### config.mk
export PLATFORM = sky130hd
export DESIGN_NAME = binary_divider
export DESIGN_NICKNAME = d
export VERILOG_FILES = /design/src/rtl/arith_pkg.sv /design/src/rtl/divider_datapath.sv /design/src/rtl/binary_divider.sv
export SDC_FILE = /design/constraint.sdc
export NUM_CORES = 1
export LEC_CHECK = 0
export BUFFER_PORTS_ARGS = -buffer_cell sky130_fd_sc_hd__buf_2
export CORE_ASPECT_RATIO = 0.6
export CORE_MARGIN = 2
export CORE_UTILIZATION = 30
export CTS_CLUSTER_DIAMETER = 40
export DETAILED_ROUTE_END_ITERATION = 10
export PLACE_DENSITY = 0.59
export SLEW_MARGIN = 25
export SYNTH_ARGS = -nofsm -noshare
export SYNTH_HDL_FRONTEND = slang
export SYNTH_SLANG_ARGS = --single-unit
### constraint.sdc
create_clock -name clk -period 5.65 [get_ports clk]
set_input_delay 1.4125 -clock clk [delete_from_list [all_inputs] [get_ports clk]]
set_output_delay 1.4125 -clock clk [all_outputs]
set_load 0.05 [all_outputs]
### src/rtl/arith_pkg.sv
// Shared arithmetic-demo definitions: default operand width and the divider's state encoding.
package arith_pkg;

  localparam int ARITH_WIDTH = 3;

  typedef enum logic [1:0] {
    DIV_IDLE = 2'd0,
    DIV_RUN  = 2'd1,
    DIV_DONE = 2'd2
  } div_state_t;

endpackage

### src/rtl/divider_datapath.sv
// Restoring-divider datapath: partial remainder R, shifting dividend/quotient Q, divisor D,
// iteration counter P and the trial subtractor. Reports Zbit (last iteration) and borrow to the FSM.
module divider_datapath #(
  parameter int WIDTH = 3
) (
  input  logic             clk,
  input  logic             reset,
  input  logic             load,
  input  logic             shift,
  input  logic [WIDTH-1:0] dividend,
  input  logic [WIDTH-1:0] divisor,
  output logic             zbit,
  output logic             borrow,
  output logic [WIDTH-2:0] q_low,
  output logic [WIDTH-1:0] r_out
);

  localparam int PW = $clog2(WIDTH + 1);

  logic [WIDTH:0]   r;
  logic [WIDTH-1:0] q;
  logic [WIDTH-1:0] d;
  logic [PW-1:0]    p;

  logic [WIDTH:0]   shifted;
  logic [WIDTH+1:0] trial;
  logic [WIDTH:0]   r_next;
  logic [WIDTH-1:0] q_next;

  assign shifted = {r[WIDTH-1:0], q[WIDTH-1]};
  assign trial   = {1'b0, shifted} - {2'b00, d};
  // A set top bit of R would mean the shifted value already exceeds any divisor, so it can never borrow.
  assign borrow  = trial[WIDTH+1] & ~r[WIDTH];
  assign r_next  = borrow ? shifted : trial[WIDTH:0];
  assign q_next  = {q[WIDTH-2:0], ~borrow};

  assign zbit  = (p == PW'(1));
  assign q_low = q[WIDTH-2:0];
  assign r_out = r_next[WIDTH-1:0];

  // NOTE: sequential state uses non-blocking assignments so every register samples pre-edge values.
  always_ff @(posedge clk or posedge reset) begin
    if (reset) begin
      r <= '0;
      q <= '0;
      d <= '0;
      p <= '0;
    end else if (load) begin
      r <= '0;
      q <= dividend;
      d <= divisor;
      p <= PW'(WIDTH);
    end else if (shift) begin
      r <= r_next;
      q <= q_next;
      p <= p - 1'b1;
    end
  end

endmodule

### src/rtl/binary_divider.sv
// Unsigned restoring shift-subtract divider, one quotient bit per clock, one-cycle done pulse.
// Optional feature macro DIVIDER_ZERO_CHECK_EN: divide-by-zero short-cut with div_by_zero flag.
module binary_divider
  import arith_pkg::*;
#(
  parameter int WIDTH = ARITH_WIDTH
) (
  input  logic             clk,
  input  logic             reset,
  input  logic             start,
  input  logic [WIDTH-1:0] dividend,
  input  logic [WIDTH-1:0] divisor,
  output logic             busy,
  output logic             done,
  output logic [WIDTH-1:0] quotient,
  output logic [WIDTH-1:0] remainder,
  output logic             div_by_zero
);

  div_state_t       state, state_next;
  logic             accept;
  logic             div_zero;
  logic             shift;
  logic             zbit;
  logic             borrow;
  logic [WIDTH-2:0] q_low;
  logic [WIDTH-1:0] r_out;
  logic             dz_q;

  assign accept = start && (state == DIV_IDLE || state == DIV_DONE);
  assign shift  = (state == DIV_RUN);

`ifdef DIVIDER_ZERO_CHECK_EN
  assign div_zero = (divisor == '0);
`else
  assign div_zero = 1'b0;
`endif

  divider_datapath #(.WIDTH(WIDTH)) u_datapath (
    .clk      (clk),
    .reset    (reset),
    .load     (accept),
    .shift    (shift),
    .dividend (dividend),
    .divisor  (divisor),
    .zbit     (zbit),
    .borrow   (borrow),
    .q_low    (q_low),
    .r_out    (r_out)
  );

  always_ff @(posedge clk or posedge reset) begin
    if (reset) state <= DIV_IDLE;
    else       state <= state_next;
  end

  // NOTE: state_next is defaulted before the case so no path leaves it unassigned (no latch).
  always_comb begin
    state_next = state;
    case (state)
      DIV_IDLE: if (accept) state_next = div_zero ? DIV_DONE : DIV_RUN;
      DIV_RUN:  if (zbit)   state_next = DIV_DONE;
      DIV_DONE: begin
        if (accept) state_next = div_zero ? DIV_DONE : DIV_RUN;
        else        state_next = DIV_IDLE;
      end
      default:  state_next = DIV_IDLE;
    endcase
  end

  // Results change only on the edge that enters DONE; the last quotient bit comes straight from the final trial.
  always_ff @(posedge clk or posedge reset) begin
    if (reset) begin
      quotient  <= '0;
      remainder <= '0;
      dz_q      <= 1'b0;
    end else if (accept && div_zero) begin
      quotient  <= '1;
      remainder <= dividend;
      dz_q      <= 1'b1;
    end else if (accept) begin
      dz_q      <= 1'b0;
    end else if (shift && zbit) begin
      quotient  <= {q_low, ~borrow};
      remainder <= r_out;
    end
  end

  assign busy        = (state == DIV_RUN);
  assign done        = (state == DIV_DONE);
  assign div_by_zero = dz_q;

endmodule
; ---- After elaboration in Yosys (flattened, before gate mapping)
; Index checks and enable logic that the tools add are counted.
; Widths: inputs -> output; s select.
[totals]
elab_cells = 36
ff_bits = 20
output_inout_bits = 9
inputBits = 9
[op_classes]
eq_ne = 5
n_addsub = 2
n_reduce_logical = 7
bitwise_logic = 4
muxes = 11
[ops]
columns = operator, count
row1 = $mux 4, 3
row2 = $mux 2, 4
row3 = $mux 3, 2
row4 = $pmux 2 s3, 1
row5 = $sub 4x3->5, 1
row6 = $eq 2x1->1 const B, 2
row7 = $reduce_and 2->1, 2
row8 = $not 1->1, 3
row9 = $eq 2x2->1 const B, 1
row10 = $logic_and 1x1->1, 2
row11 = $logic_not 2->1, 1
row12 = $ne 2x1->1 const B, 1
row13 = $ne 2x2->1 const B, 1
row14 = $reduce_bool 2->1, 1
row15 = $sub 2x1->2 const B, 1
row16 = $and 1x1->1, 1
row17 = $logic_or 1x1->1, 1
row18 = $mux 1, 1

; ---- Longest topological paths before layout
; Gate-level depths: netlist (run 1).
[depth]
word_depth = 5
depth_mapped = 8
mapped_depth_nobuf = 8

; ---- Hierarchy
; Synthesis (run 1) repeated with hierarchy kept, for this count alone.
[unflattened]
hier_cells = 91
hier_area_um2 = 1043.5
[modules_own_cells]
columns = module, area_each_um2, seq_area_each_um2, cells_per_inst, n_inst
row1 = divider_datapath, 701.9, 300.3, 66, 1
row2 = binary_divider, 341.6, 200.2, 25, 1

; ---- Worst setup path after synthesis (run 1)
; No wires, ideal clock.
[synth_path]
kind = register to output
start = register state[0]
end = output done
path_slack_ps = 3164
t_arrival_ps = 1073
t_required_ps = 4238
stages_incl_launch_ff = 2
cell_sequence = dfrtp_1 -> nor2b_1
[synth_via]
elab_chain_len = 1
[synth_rtl]
columns = element, line
row1 = start: declaration, binary_divider.sv:20  ; div_state_t state, state_next;
row2 = start signal: assignment, binary_divider.sv:54  ; else state <= state_next;
row3 = $eq 2x2->1, binary_divider.sv:90  ; assign done = (state == DIV_DONE);
row4 = end: declaration, binary_divider.sv:14  ; output logic done,
; No other way between the ends.

; ---- Worst setup path in the final report (run 1)
[layout_path]
start = register state[1]
end = output busy
[layout_via]
elab_chain_len = 1
[layout_rtl]
columns = element, line
row1 = $eq 2x1->1, binary_divider.sv:89  ; assign busy = (state == DIV_RUN);
row2 = end: declaration, binary_divider.sv:13  ; output logic busy,
; No other way between the ends.

==> reports/qor.json, run 1 <==
{
  "h-tree-depth": 1,
  "io_pins": 18,
  "numCtsBuffers": 3,
  "post-route-period-util_pct": 49.5,
  "netlist.area_leader.share_pct": 52.2,
  "gp_congestion": 0.856,
  "r2r_start": "u_datapath.q[2]$_DFFE_PP0P_",
  "syn_area_um2": 960,
  "wire_length_of_the_first_global_routing_pass_um": 3080,
  "max_cap_viol_count": 0,
  "antenna-diode-count": 0,
  "async_flop_share_pct": 100,
  "postSynthCellCount": 90,
  "routed_len_inst_um": 12.5,
  "drc_errors": 0,
  "cts_tree": "yes",
  "globalRoute.totalOverflow": 0,
  "first_drt_iteration_drcs": 18,
  "crit_chain": "nand2b_1 -> clkinv_4 -> buf_2",
  "timing.reg2reg.worst_path_depth": 7,
  "synth.net_count": 104,
  "synth_top_cells_by_count": "sky130_fd_sc_hd__dfrtp_1, sky130_fd_sc_hd__nand2_1, sky130_fd_sc_hd__o21ai_0",
  "post_cts_resize_count": 0,
  "status": "finished clean",
  "number_of_slew_limit_violations_in_the_final_report": 0,
  "hold_crit_path_type": "flip-flop to flip-flop",
  "io_buffers": 16,
  "dominantRegCellSynth": "sky130_fd_sc_hd__dfrtp_1",
  "syn2layout_area_growth_pct": 15.9,
  "place.detailed.hpwl_um": 1410,
  "hold_path.startpoint": "remainder[1]$_DFFE_PP0P_",
  "multi_input_gate_area_um2": 389,
  "first_global_vias": 677,
  "layout-drive-gt1-share_pct": 23.6,
  "worst_ep_arrival_time_ns": 1.38,
  "routed_wl_um": 1850,
  "tritoncts_num_sinks": 20,
  "critPathRequiredTime_ns": 4.24,
  "max_stage_delay_ns": 0.37,
  "design.die.area_um2": 3680,
  "cts_hold_buffers": 0,
  "timing.critical_path.slowest_stage_cell": "sky130_fd_sc_hd__dfrtp_1",
  "postSynthAreaPerCell_um2": 10.7,
  "kind_of_critical_path": "flip-flop to output pin",
  "synth.largest_area_cell": "sky130_fd_sc_hd__dfrtp_1",
  "initial_drt_pass_iterations": 4,
  "worst_clock_skew_ns": 0.00161,
  "max_slew_margin_pct": 43.9,
  "seq_area_frac_synth_pct": 52.2,
  "antenna_found_initial": 0,
  "cts_buffer_depth": 2,
  "clkTransAtPathRegs_ns": 0.07,
  "clk_latency_ns": 0.26,
  "grt_max_degree": 21,
  "die-width_um": 77.0,
  "route.vias.total": 668,
  "cp-end-kind": "output pin",
  "coreArea_um2": 2970,
  "sequential_cell_area_um2": 500,
  "max_freq_mhz": 358,
  "synth_most_common_cell": "sky130_fd_sc_hd__dfrtp_1",
  "synth_cell_type_count": 31,
  "worst_hold_path.num_cells": 2,
  "timing.setup.tns_ns": 0,
  "synth_warnings": 0,
  "rsz_0062_raised_after_global_routing": "no",
  "ys_seq_elements": 20,
  "route.detailed.vias_per_inst": 4.51,
  "die-height_um": 47.8,
  "finalWorstPathRequiredPeriod_ns": 2.80,
  "startpoint_type": "flip-flop",
  "placement_rows": 15,
  "synth-edff-count": 0,
  "gr-usage-all-layers_pct": 11.5,
  "setup_failing_eps_final": 0,
  "n_fill_cell": 330,
  "cp_max_fo": 8,
  "postCtsSetupBuffers": 0,
  "ant_nets": 0,
  "ys_top_cells_by_area": "sky130_fd_sc_hd__dfrtp_1, sky130_fd_sc_hd__ha_1, sky130_fd_sc_hd__nand2_1",
  "hold_violations": 0,
  "nets_finish": 121,
  "initial_utilization_pct": 32.4,
  "setup.worst_path.start": "state[1]$_DFFE_PP0P_",
  "slew_at_the_pin_closest_to_its_max_slew_limit_ns": 0.839,
  "clockRootBuffer": "sky130_fd_sc_hd__clkbuf_8"
}
-- sequential cells by signal (all words and copies together) (netlist names) --
signal	count
quotient	3
remainder	3
state	2
u_datapath.d	3
u_datapath.p	2
u_datapath.q	3
u_datapath.r	4
-- critical path, delay by kind of cell, from the launching register on --
kind                   cells  cell delay [ns]
buffers and inverters      2             0.43
DFF                        1             0.37
and+or+nand+nor            1             0.32
-- area by class of cell --
class / count / area share [%]
clock buffer: 4 / 4.95
inverter: 8 / 3.15
multi-input combinational: 58 / 35.0
sequential: 20 / 45.0
tap: 42 / 4.72
timing repair buffer: 16 / 7.20
-- metal layers --
metal	track usage (%)	vias to the layer above	wire (µm)
met5	0	-	0
met4	3.21	0	7
met3	4.53	2	107
met2	17.0	13	715
met1	15.8	314	1010
li1	-	339	-
-- final timing paths --
check	slack (ns)	endpoint
worst min register to register	0.48	remainder[1]$_DFFE_PP0P_
max in group asynchronous	3.89	u_datapath.d[1]$_DFFE_PP0P_
min in group asynchronous	1.28	quotient[2]$_DFFE_PP0P_
worst max-delay path	2.85	busy
worst max register to register	3.50	u_datapath.r[1]$_DFFE_PP0P_
worst min-delay path	0.48	remainder[1]$_DFFE_PP0P_
-- kinds of logic after synthesis --
kind of cell    synth area share (%)
mux                             6.00
other cells                    0.391
simple gates                    11.1
compound gates                  14.9
buf+inv                         7.30
fa+ha+maj                       7.30
xor+xnor                       0.913
flops                           52.2
-- cell usage in the layout (no fill, tap or decap), types with 3 or more instances in the layout --
cell type / n
sky130_fd_sc_hd__nor2_1: 3
sky130_fd_sc_hd__ha_1: 4
sky130_fd_sc_hd__nand2_1: 13
sky130_fd_sc_hd__o21ai_0: 9
sky130_fd_sc_hd__clkbuf_8: 4
sky130_fd_sc_hd__buf_2: 16
sky130_fd_sc_hd__o21ai_1: 3
sky130_fd_sc_hd__dfrtp_1: 20
sky130_fd_sc_hd__inv_1: 7
sky130_fd_sc_hd__a21oi_1: 3
-- through the flow --
| stage | util [%] | setup WS [ns] | area, µm² | hold slack (ns) | cells |
|---|---|---|---|---|---|
| 2_1_floorplan | - | 3.16 | 960 | 0.451 | 90 |
| 3_3_place_gp | 35.7 | 2.88 | 1060 | 0.461 | 144 |
| 3_5_place_dp | 35.7 | 2.80 | 1060 | 0.474 | 144 |
| 4_1_cts | 37.5 | 2.85 | 1110 | 0.493 | 148 |
| 5_1_grt | 37.5 | 2.76 | 1110 | 0.525 | 148 |
| 6_report | 37.5 | 2.85 | 1110 | 0.481 | 148 |
Power of run 1 is left out: the tool's default activity adds up to more than one toggle a clock period on the data nets, which glitch-free logic cannot reach.
==> inputs of run 2 (changes only) <==
==> constraint.sdc (replaced) <==
create_clock -name clk -period 2.85 [get_ports clk]
set_input_delay 0.7125 -clock clk [delete_from_list [all_inputs] [get_ports clk]]
set_output_delay 0.7125 -clock clk [all_outputs]
set_load 0.05 [all_outputs]
==> run 2 against run 1 <==
Net effect:
- wire length up 1.5%
- core utilization rose by 0.25 points
- first-iteration DRC count grew to 3.1 times the previous value
- via count up 0.45%
- final cell count grew 0.68%
- worst hold slack improved by 0.0012 ns
- critical path depth stayed put
- clock skew increased by 0.0024 ns
- worst setup slack got worse by 2.1 ns
- critical path type unchanged
- largest cell class unchanged
- highest routed layer is now met3
==> reports/qor.json, run 2 (synthesis gave the netlist of run 1 again) <==
{
  "wire_length_of_the_first_global_routing_pass_um": 3240,
  "antenna-diode-count": 0,
  "post-route-period-util_pct": 74.4,
  "h-tree-depth": 1,
  "tritoncts_num_sinks": 20,
  "worst_clock_skew_ns": 0.00399,
  "max_stage_delay_ns": 0.37,
  "cp_max_fo": 8,
  "place.detailed.hpwl_um": 1400,
  "kind_of_critical_path": "flip-flop to output pin",
  "route.detailed.vias_per_inst": 4.50,
  "grt_max_degree": 21,
  "largest-register": "u_datapath.r",
  "hold_violations": 0,
  "max_cap_viol_count": 0,
  "largest_register_ff_count": 4,
  "crit_chain": "nand2b_1 -> clkinv_4 -> buf_2",
  "number_of_gates_on_the_worst_path_with_buffers_counted": 3,
  "finalWorstPathRequiredPeriod_ns": 2.12,
  "numCtsBuffers": 3,
  "drc_errors": 0,
  "clk_latency_ns": 0.26,
  "io_buffers": 16,
  "initial_utilization_pct": 32.4,
  "max_freq_mhz": 472,
  "r2r-end": "u_datapath.r[1]$_DFFE_PP0P_",
  "timing.critical_path.slowest_stage_cell": "sky130_fd_sc_hd__dfrtp_1",
  "final_common_cell": "sky130_fd_sc_hd__dfrtp_1",
  "hold_crit_path_type": "flip-flop to flip-flop",
  "cp_top_family": "buffers and inverters",
  "r2r_start": "u_datapath.q[2]$_DFFE_PP0P_",
  "postCtsSetupBuffers": 0,
  "design.die.area_um2": 3680,
  "worst_ep_arrival_time_ns": 1.41,
  "status": "finished clean",
  "routed_wl_um": 1870,
  "layout_common_cells": "sky130_fd_sc_hd__dfrtp_1, sky130_fd_sc_hd__buf_2, sky130_fd_sc_hd__nand2_1",
  "first_drt_iteration_drcs": 55,
  "gr-usage-all-layers_pct": 11.6,
  "ant_nets": 0,
  "coreArea_um2": 2970,
  "setup.worst_path.start": "state[1]$_DFFE_PP0P_",
  "post_cts_resize_count": 0,
  "timing.final.ws_setup_ns": 0.729,
  "max_slew_margin_pct": 46.6,
  "first_global_vias": 687,
  "globalRoute.totalOverflow": 0,
  "number_of_slew_limit_violations_in_the_final_report": 0,
  "routed_len_inst_um": 12.6,
  "post-route-cell-area_um2": 1120,
  "antenna_found_initial": 0,
  "die-height_um": 47.8,
  "nets_finish": 122,
  "reg2reg_slack_ns": 0.86,
  "postPlaceCellArea_um2": 1060,
  "cts_hold_buffers": 0,
  "startpoint_type": "flip-flop",
  "cts_buffer_depth": 2,
  "clockRootBuffer": "sky130_fd_sc_hd__clkbuf_8",
  "die-width_um": 77.0,
  "slew_at_the_pin_closest_to_its_max_slew_limit_ns": 0.800,
  "critical_path.endpoint": "busy",
  "route.vias.total": 671,
  "critPathRequiredTime_ns": 2.14,
  "cp-end-kind": "output pin",
  "layout-drive-gt1-share_pct": 24.3,
  "post-place-ws_ns": 0.884,
  "syn2layout_area_growth_pct": 16.7,
  "io_pins": 18,
  "setup_failing_eps_final": 0,
  "cts_tree": "yes",
  "clkTransAtPathRegs_ns": 0.08,
  "gp_congestion": 0.776,
  "rsz_0062_raised_after_global_routing": "no",
  "placement_rows": 15,
  "timing.setup.tns_ns": 0,
  "timing.reg2reg.worst_path_depth": 7,
  "timing.critical_path.buf_inv": 2,
  "initial_drt_pass_iterations": 4
}
==> run 2: cell count changes in the layout (fill, tap and decap cells not counted), sizes merged <==
cell and change:
buf +1
==> run 2: worst register-to-register path: stages (launching register included) <==
cell and delay (ns):
sky130_fd_sc_hd__dfrtp_1 0.38, sky130_fd_sc_hd__inv_1 0.08, sky130_fd_sc_hd__ha_1 0.14, sky130_fd_sc_hd__inv_1 0.06, sky130_fd_sc_hd__fa_1 0.42, sky130_fd_sc_hd__a2111o_1 0.50, sky130_fd_sc_hd__mux2i_1 0.20, sky130_fd_sc_hd__o21ai_0 0.09
==> run 2: per-layer routing <==
metal	GRT usage (%)	share of wire [%]	vias up
li1	-	-	338
met1	16.0	54	319
met2	18.8	41	14
met3	4.34	5.6	0
met4	1.07	0	0
met5	0	0	-
==> run 2: final cells by class <==
cell class                 count  area, µm²
clock buffer                   4       55.1
fill                         323       1850
inverter                       8       35.0
multi-input combinational     58        389
sequential                    20        500
tap                           42       52.6
timing repair buffer          17       87.6
==> run 2: worst min path at each step <==
stage	start	endpoint	slack (ns)	cells after the start
global placement	remainder[2]$_DFFE_PP0P_	remainder[2]$_DFFE_PP0P_	0.46	2
global route	u_datapath.p[0]$_DFFE_PP0P_	u_datapath.p[0]$_DFFE_PP0P_	0.53	1
finish	remainder[2]$_DFFE_PP0P_	remainder[2]$_DFFE_PP0P_	0.48	2
detailed placement	quotient[0]$_DFFE_PP0P_	quotient[0]$_DFFE_PP0P_	0.47	2
CTS	u_datapath.p[0]$_DFFE_PP0P_	u_datapath.p[0]$_DFFE_PP0P_	0.49	1
floorplan	u_datapath.p[0]$_DFFE_PP0P_	u_datapath.p[0]$_DFFE_PP0P_	0.45	1
==> run 2: metrics by stage <==
| step | std cells | utilization, % | hold WS (ns) |
|---|---|---|---|
| finish | 149 | 37.8 | 0.482 |
| CTS | 149 | 37.8 | 0.486 |
| global route | 149 | 37.8 | 0.527 |
| global placement | 145 | 35.9 | 0.462 |
| floorplan | 90 | - | 0.451 |
| detailed placement | 145 | 35.9 | 0.474 |
Power of run 2 is left out for the same reason.
